## src/rtl/segment_capture.sv

```systemverilog
// segment_capture: rebuilds a 4-digit BCD frame by sampling a multiplexed, active-low 7-segment bus.
// Optional macro SEGMENT_CAPTURE_STABLE_FILTER_EN: a digit needs 3 identical samples before it is accepted.
module segment_capture (
  input  logic        clk,
  input  logic        rst,
  input  logic        ce,
  input  logic [6:0]  seg,
  input  logic [3:0]  an,
  input  logic        frame_ack,
  output logic [15:0] bcd,
  output logic [3:0]  minus,
  output logic        frame_valid,
  output logic        overrun,
  output logic        err
);

`ifdef SEGMENT_CAPTURE_STABLE_FILTER_EN
  localparam logic [1:0] STABLE_N = 2'd3;
`else
  localparam logic [1:0] STABLE_N = 2'd1;
`endif

  typedef enum logic {WAIT0, CAP} state_t;

  state_t      r_state;
  logic [1:0]  r_nxt;
  logic [1:0]  r_cnt;
  logic [11:0] r_shadow_bcd;
  logic [2:0]  r_shadow_minus;
  logic [3:0]  r_last_an;
  logic [6:0]  r_last_seg;
  logic        r_taken;

  logic [3:0]  w_an_n;
  logic        w_an_legal;
  logic        w_new_act;
  logic        w_same;
  logic        w_taken;
  logic        w_qual;
  logic [1:0]  w_digit;
  logic [1:0]  w_cnt_next;
  logic        w_pat_ok;
  logic        w_pat_minus;
  logic [3:0]  w_pat_nib;

  always_comb begin
    // NOTE: every signal gets a default first so no path leaves it unassigned (no latch).
    w_pat_ok    = 1'b1;
    w_pat_minus = 1'b0;
    w_pat_nib   = 4'h0;
    case (seg)
      7'b0000001: w_pat_nib = 4'd0;
      7'b1001111: w_pat_nib = 4'd1;
      7'b0010010: w_pat_nib = 4'd2;
      7'b0000110: w_pat_nib = 4'd3;
      7'b1001100: w_pat_nib = 4'd4;
      7'b0100100: w_pat_nib = 4'd5;
      7'b0100000: w_pat_nib = 4'd6;
      7'b0001111: w_pat_nib = 4'd7;
      7'b0000000: w_pat_nib = 4'd8;
      7'b0000100: w_pat_nib = 4'd9;
      7'b1111110: begin
        w_pat_nib   = 4'hF;
        w_pat_minus = 1'b1;
      end
      default: w_pat_ok = 1'b0;
    endcase

    w_digit = 2'd0;
    case (an)
      4'b1101: w_digit = 2'd1;
      4'b1011: w_digit = 2'd2;
      4'b0111: w_digit = 2'd3;
      default: w_digit = 2'd0;
    endcase

    // Legal non-blank anode word has exactly one low bit.
    w_an_n     = ~an;
    w_an_legal = (an != 4'hF) && ((w_an_n & (w_an_n - 4'd1)) == 4'd0);
    w_new_act  = (an != r_last_an);
    w_same     = !w_new_act && (seg == r_last_seg);
    w_cnt_next = !w_same ? 2'd1 : ((r_cnt == 2'd3) ? 2'd3 : r_cnt + 2'd1);
    w_taken    = r_taken && !w_new_act;
    w_qual     = ce && w_an_legal && (w_cnt_next >= STABLE_N) && !w_taken;
  end

  always_ff @(posedge clk or posedge rst) begin
    if (rst) begin
      r_state        <= WAIT0;
      r_nxt          <= 2'd0;
      r_cnt          <= 2'd0;
      r_shadow_bcd   <= 12'h000;
      r_shadow_minus <= 3'b000;
      r_last_an      <= 4'hF;
      r_last_seg     <= 7'h7F;
      r_taken        <= 1'b0;
      bcd            <= 16'h0000;
      minus          <= 4'b0000;
      frame_valid    <= 1'b0;
      overrun        <= 1'b0;
      err            <= 1'b0;
    end else begin
      // NOTE: non-blocking assignments so every register sees pre-edge values; later writes win.
      err     <= 1'b0;
      overrun <= 1'b0;
      if (frame_ack && frame_valid)
        frame_valid <= 1'b0;

      if (ce && an != 4'hF) begin
        if (!w_an_legal) begin
          err        <= 1'b1;
          r_state    <= WAIT0;
          r_cnt      <= 2'd0;
          r_last_an  <= 4'hF;
          r_last_seg <= 7'h7F;
          r_taken    <= 1'b0;
        end else begin
          r_last_an  <= an;
          r_last_seg <= seg;
          r_cnt      <= w_cnt_next;
          r_taken    <= w_taken | w_qual;
          if (w_qual) begin
            case (r_state)
              WAIT0: begin
                if (w_digit == 2'd0) begin
                  if (!w_pat_ok) begin
                    err <= 1'b1;
                  end else begin
                    r_shadow_bcd[3:0] <= w_pat_nib;
                    r_shadow_minus[0] <= w_pat_minus;
                    r_nxt             <= 2'd1;
                    r_state           <= CAP;
                  end
                end
              end
              CAP: begin
                if (w_digit == r_nxt) begin
                  if (!w_pat_ok) begin
                    err     <= 1'b1;
                    r_state <= WAIT0;
                  end else if (r_nxt == 2'd3) begin
                    bcd         <= {w_pat_nib, r_shadow_bcd};
                    minus       <= {w_pat_minus, r_shadow_minus};
                    frame_valid <= 1'b1;
                    overrun     <= frame_valid && !frame_ack;
                    r_state     <= WAIT0;
                  end else begin
                    case (r_nxt)
                      2'd1: begin
                        r_shadow_bcd[7:4] <= w_pat_nib;
                        r_shadow_minus[1] <= w_pat_minus;
                      end
                      2'd2: begin
                        r_shadow_bcd[11:8] <= w_pat_nib;
                        r_shadow_minus[2]  <= w_pat_minus;
                      end
                      default: ;
                    endcase
                    r_nxt <= r_nxt + 2'd1;
                  end
                end else if (w_digit != r_nxt - 2'd1) begin
                  err     <= 1'b1;
                  r_state <= WAIT0;
                end
              end
              default: r_state <= WAIT0;
            endcase
          end
        end
      end
    end
  end

endmodule

```

## config.mk

```make
export PLATFORM = sky130hd
export DESIGN_NAME = segment_capture
export DESIGN_NICKNAME = d
export VERILOG_FILES = /design/src/rtl/segment_capture.sv
export SDC_FILE = /design/constraint.sdc
export NUM_CORES = 1
export LEC_CHECK = 0
export BUFFER_PORTS_ARGS = -buffer_cell sky130_fd_sc_hd__clkbuf_2
export CAP_MARGIN = 40
export CORE_MARGIN = 1
export CORE_UTILIZATION = 30
export DETAILED_ROUTE_END_ITERATION = 10
export SLEW_MARGIN = 5
export SYNTH_ARGS = -nofsm -noshare
export SYNTH_HDL_FRONTEND = slang
export SYNTH_SLANG_ARGS = --single-unit
```

## constraint.sdc

```tcl
create_clock -name clk -period 3 [get_ports clk]
set_clock_uncertainty 0.15 [all_clocks]
set_input_delay 0.9 -clock clk [delete_from_list [all_inputs] [get_ports clk]]
set_output_delay 0.9 -clock clk [all_outputs]
set_load 0.05 [all_outputs]
```

==> results of run 1 <==
[worst max path at each step]
stage	startpoint	endpoint	slack [ns]	cells after the start
floorplan	seg[5]	bcd[0]$_DFFE_PP0P_	0.22	8
global placement	seg[5]	bcd[4]$_DFFE_PP0P_	0.02	8
detailed placement	an[2]	bcd[3]$_DFFE_PP0P_	-0.04	8
CTS	an[2]	bcd[3]$_DFFE_PP0P_	0.28	8
global route	an[2]	bcd[3]$_DFFE_PP0P_	0.15	8
finish	an[2]	bcd[3]$_DFFE_PP0P_	0.29	8
[registers in the layout, indices dropped and copies added, names as in the netlist]
signal and flops:
bcd 16, err 1, frame_valid 1, minus 4
overrun 1, r_last_an 4, r_nxt 2, r_shadow_bcd 12
r_shadow_minus 3, r_state 1, r_taken 1
[worst register-to-register path, cell delays in order (launching register included)]
cell	delay, ns
dfrtp_1	0.53
inv_1	0.13
ha_1	0.37
and3b_1	0.19
o2111ai_1	0.17
o311a_1	0.24
nand3_1	0.09
a22o_1	0.24
a21oi_1	0.15
[Yosys cell counts (3+ instances only)]
cell     count
ha_1         3
nor3b_1      3
buf_6        3
o21ai_0     10
nand3_1      6
nand2_1      6
and3b_1      3
inv_1       10
buf_2        5
mux2_4      18
dfrtp_1     42
xor2_1       5
and3_1       6
nand4_1      4
a21oi_1      4
a21o_1       3
mux2_2      15
dfstp_2      4
nor4_4       3
nor2_1       5
buf_4        5
[per-stage QoR]
stage | setup slack [ns] | instances
3_5_place_dp | -0.0357 | 355
6_report | 0.289 | 363
4_1_cts | 0.276 | 363
3_3_place_gp | 0.0200 | 355
2_1_floorplan | 0.222 | 207
5_1_grt | 0.150 | 363
[final cells by class]
cell class,count,share of cell area [%]
clock buffer,6,2.42
tap,105,4.38
inverter,10,1.25
timing repair buffer,58,12.3
sequential,46,38.5
multi-input combinational,136,40.7
clock inverter,2,0.458
[routing by layer]
layer	GRT usage [%]	part of all wire, %	wire length (um)
met1	17.5	47	2470
met2	20.6	47	2460
met3	4.21	5.1	267
met4	2.69	0.34	18
met5	0	0	0
[report_power, final]
group | internal [mW] | switching (mW) | total [mW] | leakage, nW
Clock | 0.165 | 0.213 | 0.378 | 0.0452
Combinational | 0.0695 | 0.101 | 0.170 | 0.788
Sequential | 0.636 | 0.0179 | 0.654 | 0.625
Total | 0.870 | 0.332 | 1.20 | 1.46
[kinds of logic (layout without fill, tap and decap cells)]
group	Yosys count	count (layout)
AND/OR/NAND/NOR	53	53
flip-flops	46	46
AO/OA/AOI/OAI	39	39
multiplexers	35	35
buffers and inverters	25	76
XOR/XNOR	6	6
adder cells (fa/ha/maj)	3	3
==> impl_metrics.py, run 1 <==
metrics = {
    "min_path": {
        "worstHoldPathType": "reg -> reg",
        "hold_path_startpoint": "r_shadow_bcd[3]$_DFFE_PP0P_",
        "hold_end": "r_shadow_bcd[3]$_DFFE_PP0P_",
        "min_path_cells": 1,
    },
    "power": {
        "p_total_mw": 1.20,
        "powerDensity_nw_per_um2": 400,
        "leakagePower_nw": 1.46,
        "worst_ir_drop_vdd_mv": 0.287,
    },
    "setup_path": {
        "startpoint_type": "primary input",
        "crit_type": "in -> reg",
        "crit_chain": "clkbuf_2, o21ai_0, nor3_2, o311ai_2, o21ai_2, nor3_4, buf_12, mux2_2",
        "slowest_stage": "mux2_2",
        "critPathMaxStageDelay_ns": 0.35,
        "cp.required_ns": 3.04,
        "r2r_start": "r_nxt[0]$_DFFE_PP0P_",
        "rrSetupSlack_ns": 0.68,
        "reg2reg_depth": 8,
        "cp_top_family": "compound AO/OA/AOI/OAI gates",
        "end_kind": "flop",
        "crit_arrival_ns": 2.75,
        "cp_max_fo": 22,
        "r2r_end": "err$_DFF_PP0_",
        "cp_num_buf_inv": 2,
    },
    "layout": {
        "seq_area_um2": 1160,
        "diodes": 0,
        "final_core_util_pct": 36.7,
        "stdcell_area_um2": 3000,
        "fin_nets": 275,
        "drive_above_1_share_pct": 45.0,
        "area_delta_synth_final_pct": 19.1,
        "final_cell_mix": "42 x dfrtp_1, 37 x clkbuf_2, 19 x buf_4",
        "fillers": 808,
        "layout_commonest_cell": "dfrtp_1",
        "multi_input_area_um2": 1220,
    },
    "floorplan": {
        "dieArea_um2": 8770,
        "ios": 38,
        "floorplan.initialDensity_pct": 30.8,
        "die_x_um": 93.7,
        "rows": 33,
        "fp.dieH_um": 93.7,
        "coreArea_um2": 8180,
    },
    "yosys": {
        "yosys.area.top_type_share_pct": 41.7,
        "yosys-top-cells-area": "dfrtp_1 42%, mux2_4 11%, mux2_2 6.7%",
        "synth-xor-area-share_pct": 2.08,
        "yosys_warnings": 0,
        "syn_area_per_cell_um2": 12.2,
        "synth_mux_area_share_pct": 18.3,
        "ys_seq_area_share_pct": 45.9,
        "ys.flop_type": "dfrtp_1",
        "synthArstFlopShare_pct": 100,
        "ys_ff_latch": 46,
        "synth_top_area_cell": "dfrtp_1",
        "synth_fp_nets": 225,
        "synth-simple-area-share_pct": 15.3,
        "synth_top_family_by_area": "multiplexers",
        "ys_types": 52,
        "synth_fa_ha_area_share_pct": 1.49,
        "syn_inst": 207,
        "netlist_area_um2": 2520,
        "synth-compound-area-share_pct": 11.3,
        "synth_edf_count": 0,
    },
    "cts": {
        "numCtsBuffers": 5,
        "insertion_delay_ns": 0.30,
        "cts_max_level": 2,
        "post_cts_resized": 0,
        "clock_path_buffers": 2,
        "clkTransAtPathRegs_ns": 0.09,
        "cts_tree": "built",
        "cts-root-buf": "clkbuf_8",
        "cts.sink_count": 46,
        "cts_setup_buffers": 0,
        "cts_hold_buf": 0,
    },
    "grt": {
        "grt_overflow_total": 0,
        "grt_max_degree": 23,
        "grt_pass1_wl_um": 8970,
        "grt_pass1_vias": 1825,
        "grt_antenna_before_repair": 0,
        "grt_util_all_layers_pct": 13.1,
    },
    "timing": {
        "fin_crit_ns": 2.71,
        "tns_ns": 0,
        "slew_violations": 0,
        "period_share_pct": 90.4,
        "fin_hold_ws_ns": 0.347,
        "slew_headroom_pct": 74.7,
        "timing.final.hold_violations": 0,
        "rsz0062_at_grt": "false",
        "worst_pin_slew_ns": 0.379,
        "fmax_mhz": 369,
        "setup_viol": 0,
    },
    "placed_design": {
        "dp_hpwl_um": 3850,
        "io_buffers": 37,
        "place_area_um2": 2920,
        "gp_congestion": 0.808,
    },
    "routing": {
        "routed_wl_um": 5220,
        "drc_errors": 0,
        "post_drt_via_cell_ratio": 4.96,
        "wl_per_cell_um": 14.4,
        "antenna_left": 0,
        "drt-initial-drc-count": 82,
        "num_vias": 1802,
        "firstDrtPassIters": 4,
    },
    "status": {
        "outcome": "finished, final reports clean",
    },
    "job": {
        "maxCapViolations": 0,
    },
}
(Power assumes the default switching activity.)
==> run 2: changes to the inputs <==
--- a/config.mk
+++ b/config.mk
@@ -8,8 +8,9 @@
 export BUFFER_PORTS_ARGS = -buffer_cell sky130_fd_sc_hd__clkbuf_2
 export CAP_MARGIN = 40
 export CORE_MARGIN = 1
-export CORE_UTILIZATION = 30
+export CORE_UTILIZATION = 56
 export DETAILED_ROUTE_END_ITERATION = 10
+export PLACE_DENSITY = 0.79
 export SLEW_MARGIN = 5
 export SYNTH_ARGS = -nofsm -noshare
 export SYNTH_HDL_FRONTEND = slang
==> constraint.sdc (replaced) <==
create_clock -name clk -period 3 [get_ports clk]
set_clock_uncertainty 0.15 [all_clocks]
set_input_delay 0.15 -clock clk [delete_from_list [all_inputs] [get_ports clk]]
set_output_delay 0.15 -clock clk [all_outputs]
set_load 0.05 [all_outputs]
==> impl_metrics.py, run 2 (same netlist as run 1, synthesis figures left out) <==
metrics = {
    "floorplan": {
        "die_x_um": 69.1,
        "coreArea_um2": 4350,
        "rows": 24,
        "fp.dieH_um": 69.1,
        "floorplan.initialDensity_pct": 57.9,
        "dieArea_um2": 4770,
        "ios": 38,
    },
    "setup_path": {
        "r2r_end": "bcd[3]$_DFFE_PP0P_",
        "cp_max_fo": 15,
        "rrSetupSlack_ns": 0.61,
        "reg2reg_depth": 7,
        "end_kind": "flop",
        "cp.required_ns": 3.05,
        "r2r_start": "r_last_an[1]$_DFFE_PP1P_",
        "crit_arrival_ns": 2.43,
        "startpoint_type": "flop",
        "crit_type": "reg -> reg",
    },
    "power": {
        "worst_ir_drop_vdd_mv": 0.327,
        "p_int_mw": 1.05,
        "p_seq_share_pct": 47.7,
        "switching_share_pct": 23.6,
        "clkPwrFrac_pct": 41.1,
        "p_total_mw": 1.37,
        "powerDensity_nw_per_um2": 481,
        "combPwrFrac_pct": 11.2,
        "p_switching_uw": 324,
        "leakagePower_nw": 1.39,
    },
    "timing": {
        "tns_ns": 0,
        "worst_pin_slew_ns": 0.969,
        "setup_viol": 0,
        "fmax_mhz": 419,
        "period_share_pct": 79.6,
        "timing.final.hold_violations": 0,
        "slew_headroom_pct": 34.6,
        "slew_violations": 0,
        "fin_crit_ns": 2.39,
        "rsz0062_at_grt": "false",
    },
    "layout": {
        "largest_reg_flops": 16,
        "drive_above_1_share_pct": 40.5,
        "area_delta_synth_final_pct": 13.2,
        "final_cell_mix": "42 x dfrtp_1, 37 x clkbuf_2, 18 x mux2_4",
        "diodes": 0,
        "reg.largest.list": "bcd x16, r_shadow_bcd x12",
        "fin_nets": 259,
        "top_register": "bcd",
        "layout_commonest_cell": "dfrtp_1",
    },
    "cts": {
        "insertion_delay_ns": 0.30,
        "numCtsBuffers": 5,
        "post_cts_resized": 0,
        "cts-root-buf": "clkbuf_8",
        "cts_max_level": 2,
        "cts.sink_count": 46,
        "clock_path_buffers": 2,
        "clkTransAtPathRegs_ns": 0.09,
        "cts_tree": "built",
    },
    "placed_design": {
        "dp_hpwl_um": 3410,
        "io_buffers": 37,
        "gp_congestion": 0.821,
    },
    "min_path": {
        "worstHoldPathType": "in -> reg",
        "min_path_cells": 3,
        "hold_end": "err$_DFF_PP0_",
        "hold_path_startpoint": "ce",
    },
    "grt": {
        "grt_pass1_wl_um": 8140,
        "grt_pass1_vias": 1691,
        "grt_max_degree": 27,
        "grt_antenna_before_repair": 0,
        "grt_util_all_layers_pct": 22.0,
        "grt_overflow_total": 0,
    },
    "routing": {
        "num_vias": 1733,
        "routed_wl_um": 4830,
        "antenna_left": 0,
        "drt-initial-drc-count": 95,
        "drc_errors": 0,
        "firstDrtPassIters": 4,
        "wl_per_cell_um": 16.4,
        "post_drt_via_cell_ratio": 5.89,
    },
    "status": {
        "outcome": "finished, final reports clean",
    },
    "job": {
        "maxCapViolations": 0,
    },
}
-- run 2: stage by stage --
stage	area [um^2]	cells	utilization, %	setup slack [ns]	hold slack, ns
after floorplan	2520	207	-	0.875	0.150
after global placement	2690	284	61.8	0.657	0.0394
after detailed placement	2690	284	61.8	0.578	0.0452
after CTS	2850	294	65.5	0.613	0.00170
after global routing	2850	294	65.5	0.449	0.0211
final	2850	294	65.5	0.611	0.00732
-- run 2: layout make-up --
| cell class | instances | area (um^2) |
|---|---|---|
| Tap cell | 52 | 65.1 |
| Multi-Input combinational cell | 136 | 1220 |
| Inverter | 10 | 37.5 |
| Fill cell | 328 | 1500 |
| Sequential cell | 46 | 1160 |
| Timing Repair Buffer | 42 | 228 |
| Clock buffer | 6 | 82.6 |
| Clock inverter | 2 | 60.1 |
-- run 2: worst max path at each step --
stage	start	end	slack, ns	cells after the start
4_1_cts	r_last_an[1]$_DFFE_PP1P_	bcd[3]$_DFFE_PP0P_	0.61	7
3_3_place_gp	an[2]	bcd[3]$_DFFE_PP0P_	0.66	8
6_report	r_last_an[1]$_DFFE_PP1P_	bcd[3]$_DFFE_PP0P_	0.61	7
5_1_grt	r_nxt[0]$_DFFE_PP0P_	bcd[4]$_DFFE_PP0P_	0.45	7
2_1_floorplan	r_nxt[0]$_DFFE_PP0P_	bcd[0]$_DFFE_PP0P_	0.87	7
3_5_place_dp	an[2]	bcd[3]$_DFFE_PP0P_	0.58	8
-- run 2: power by group through the flow --
stage	Clock [mW]	Sequential, mW	Combinational (mW)
finish	0.564	0.654	0.154
global route	0.594	0.656	0.172
CTS	0.574	0.654	0.154
detailed placement	0	0.666	0.151
global placement	0	0.666	0.147
floorplan	0	0.666	0.118
-- run 2: repair_timing --
action | 4_1_cts | 5_1_grt
hold buffers | 2 | 0
hold endpoints to repair | 22 | 0
buffers inserted | 0 | 0
-- run 2: critical path, stage by stage (launching register included) --
cell and delay [ns]:
dfstp_2 0.54, xor2_1 0.26, nor4_4 0.10, a21oi_2 0.22, nand2_2 0.17, nor3_4 0.16
buf_4 0.30, mux2_2 0.37
-- run 2: metal layers --
| layer | share of wire (%) | vias up | GRT usage (%) |
|---|---|---|---|
| li1 | - | 827 | - |
| met1 | 48 | 855 | 30.0 |
| met2 | 46 | 39 | 33.2 |
| met3 | 3.8 | 12 | 6.29 |
| met4 | 2.8 | 0 | 8.84 |
| met5 | 0 | - | 0 |
==> run 3: changes to the inputs <==
==> constraint.sdc (replaced) <==
create_clock -name clk -period 2.4 [get_ports clk]
set_clock_uncertainty 0.15 [all_clocks]
set_input_delay 0.12 -clock clk [delete_from_list [all_inputs] [get_ports clk]]
set_output_delay 0.12 -clock clk [all_outputs]
set_load 0.05 [all_outputs]
==> impl_metrics.py, run 3 (same netlist as run 1, synthesis figures left out) <==
metrics = {
    "status": {
        "outcome": "finished, final reports clean",
    },
    "layout": {
        "top_register": "bcd",
        "area_delta_synth_final_pct": 16.3,
        "diodes": 0,
        "fillers": 310,
        "stdcell_area_um2": 2930,
        "fin_cells": 305,
        "seq_area_um2": 1160,
        "reg.largest.list": "bcd x16, r_shadow_bcd x12",
        "layout_commonest_cell": "dfrtp_1",
        "final_cell_mix": "42 x dfrtp_1, 37 x clkbuf_2, 18 x mux2_4",
        "largest_reg_flops": 16,
        "fin_nets": 270,
        "final_core_util_pct": 67.4,
        "drive_above_1_share_pct": 43.1,
        "multi_input_area_um2": 1240,
    },
    "timing": {
        "setup_viol": 0,
        "rsz0062_at_grt": "false",
        "fin_crit_ns": 2.28,
        "fmax_mhz": 438,
        "timing.final.hold_violations": 0,
        "slew_headroom_pct": 62.6,
        "tns_ns": 0,
        "period_share_pct": 95.2,
        "slew_violations": 0,
        "worst_pin_slew_ns": 0.561,
    },
    "routing": {
        "drt-initial-drc-count": 106,
        "post_drt_via_cell_ratio": 5.81,
        "routed_wl_um": 4930,
        "drc_errors": 0,
        "firstDrtPassIters": 4,
        "wl_per_cell_um": 16.2,
        "antenna_left": 0,
        "num_vias": 1772,
    },
    "setup_path": {
        "startpoint_type": "flop",
        "cp_max_fo": 6,
        "slowest_stage": "nor4_4",
        "crit_type": "reg -> reg",
        "crit_arrival_ns": 2.32,
        "end_kind": "flop",
        "cp_top_family": "compound AO/OA/AOI/OAI gates",
        "cp.required_ns": 2.43,
        "crit_chain": "buf_4, o311ai_2, o21ai_2, nor4_4, mux2_2",
        "critPathMaxStageDelay_ns": 0.46,
        "cp_num_buf_inv": 1,
        "rrSetupSlack_ns": 0.12,
    },
    "grt": {
        "grt_util_all_layers_pct": 21.8,
        "grt_antenna_before_repair": 0,
        "grt_pass1_wl_um": 8270,
        "grt_overflow_total": 0,
        "grt_util_met1_pct": 29.9,
        "grt_util_met3_pct": 6.43,
        "grt_busiest_layer": "met2",
        "met2_usage_pct": 34.4,
        "grt_max_degree": 47,
        "grt_pass1_vias": 1729,
    },
    "cts": {
        "numCtsBuffers": 5,
        "cts-root-buf": "clkbuf_8",
        "clkTransAtPathRegs_ns": 0.09,
        "insertion_delay_ns": 0.30,
        "clock_path_buffers": 2,
        "cts_tree": "built",
        "cts_max_level": 2,
        "cts.sink_count": 46,
    },
    "floorplan": {
        "fp.dieH_um": 69.1,
        "rows": 24,
        "coreArea_um2": 4350,
        "die_x_um": 69.1,
        "floorplan.initialDensity_pct": 57.9,
        "ios": 38,
        "dieArea_um2": 4770,
    },
    "placed_design": {
        "io_buffers": 37,
        "dpl.cell_count": 294,
        "dp_hpwl_um": 3500,
        "place_area_um2": 2780,
        "gp_congestion": 0.847,
    },
    "power": {
        "powerDensity_nw_per_um2": 552,
        "leakagePower_nw": 1.43,
        "worst_ir_drop_vdd_mv": 0.667,
    },
    "job": {
        "maxCapViolations": 0,
    },
    "min_path": {
        "worstHoldPathType": "in -> reg",
    },
}
-- run 3: worst paths after layout --
check	startpoint	to	depth (start not counted)
min in group asynchronous	rst	minus[0]$_DFFE_PP0P_	4
max	r_nxt[0]$_DFFE_PP0P_	r_shadow_bcd[10]$_DFFE_PP0P_	5
min	an[3]	r_last_an[3]$_DFFE_PP1P_	3
max reg2reg	r_nxt[0]$_DFFE_PP0P_	r_shadow_bcd[10]$_DFFE_PP0P_	5
min reg2reg	r_last_an[3]$_DFFE_PP1P_	r_last_an[3]$_DFFE_PP1P_	2
max in group asynchronous	rst	r_shadow_bcd[2]$_DFFE_PP0P_	4
-- run 3: timing repair --
item | 4_1_cts | 5_1_grt
hold endpoints to repair | 47 | 0
setup endpoints to repair | 0 | 14
setup buffers | 0 | 0
hold buffers | 3 | 0
resized for setup | 0 | 2
-- run 3: through the flow --
| stage | power [mW] | worst slack [ns] | hold WS [ns] |
|---|---|---|---|
| 2_1_floorplan | 0.981 | 0.275 | 0.120 |
| 3_3_place_gp | 1.04 | 0.178 | 0.118 |
| 3_5_place_dp | 1.05 | 0.109 | 0.123 |
| 4_1_cts | 1.62 | 0.121 | 0.0222 |
| 5_1_grt | 1.68 | 0.0142 | 0.0638 |
| 6_report | 1.62 | 0.116 | 0.0343 |
-- run 3: final cells by class --
class	count	area share [%]
multi-input cells	136	42.2
flip-flops and latches	46	39.4
repair buffers	53	11.1
clock buffers	6	2.47
well taps	52	2.22
clock inverters	2	1.28
inverters	10	1.28
-- run 3: power breakdown --
part / switching [mW] / internal [mW] / total (mW)
clock network: 0.267 / 0.311 / 0.578
logic: 0.137 / 0.0942 / 0.231
registers: 0.0147 / 0.795 / 0.810
total: 0.419 / 1.20 / 1.62
-- run 3: worst reg2reg max path: stages (launching register included) --
cell and delay, ns:
dfrtp_1 0.42, buf_4 0.17, o311ai_2 0.36, o21ai_2 0.21
nor4_4 0.47, mux2_2 0.39
-- run 3: metal layers --
layer  wire, um  part of all wire [%]
met4         50                   1.0
met1       2340                    47
met3        191                   3.9
met5          0                     0
met2       2350                    48
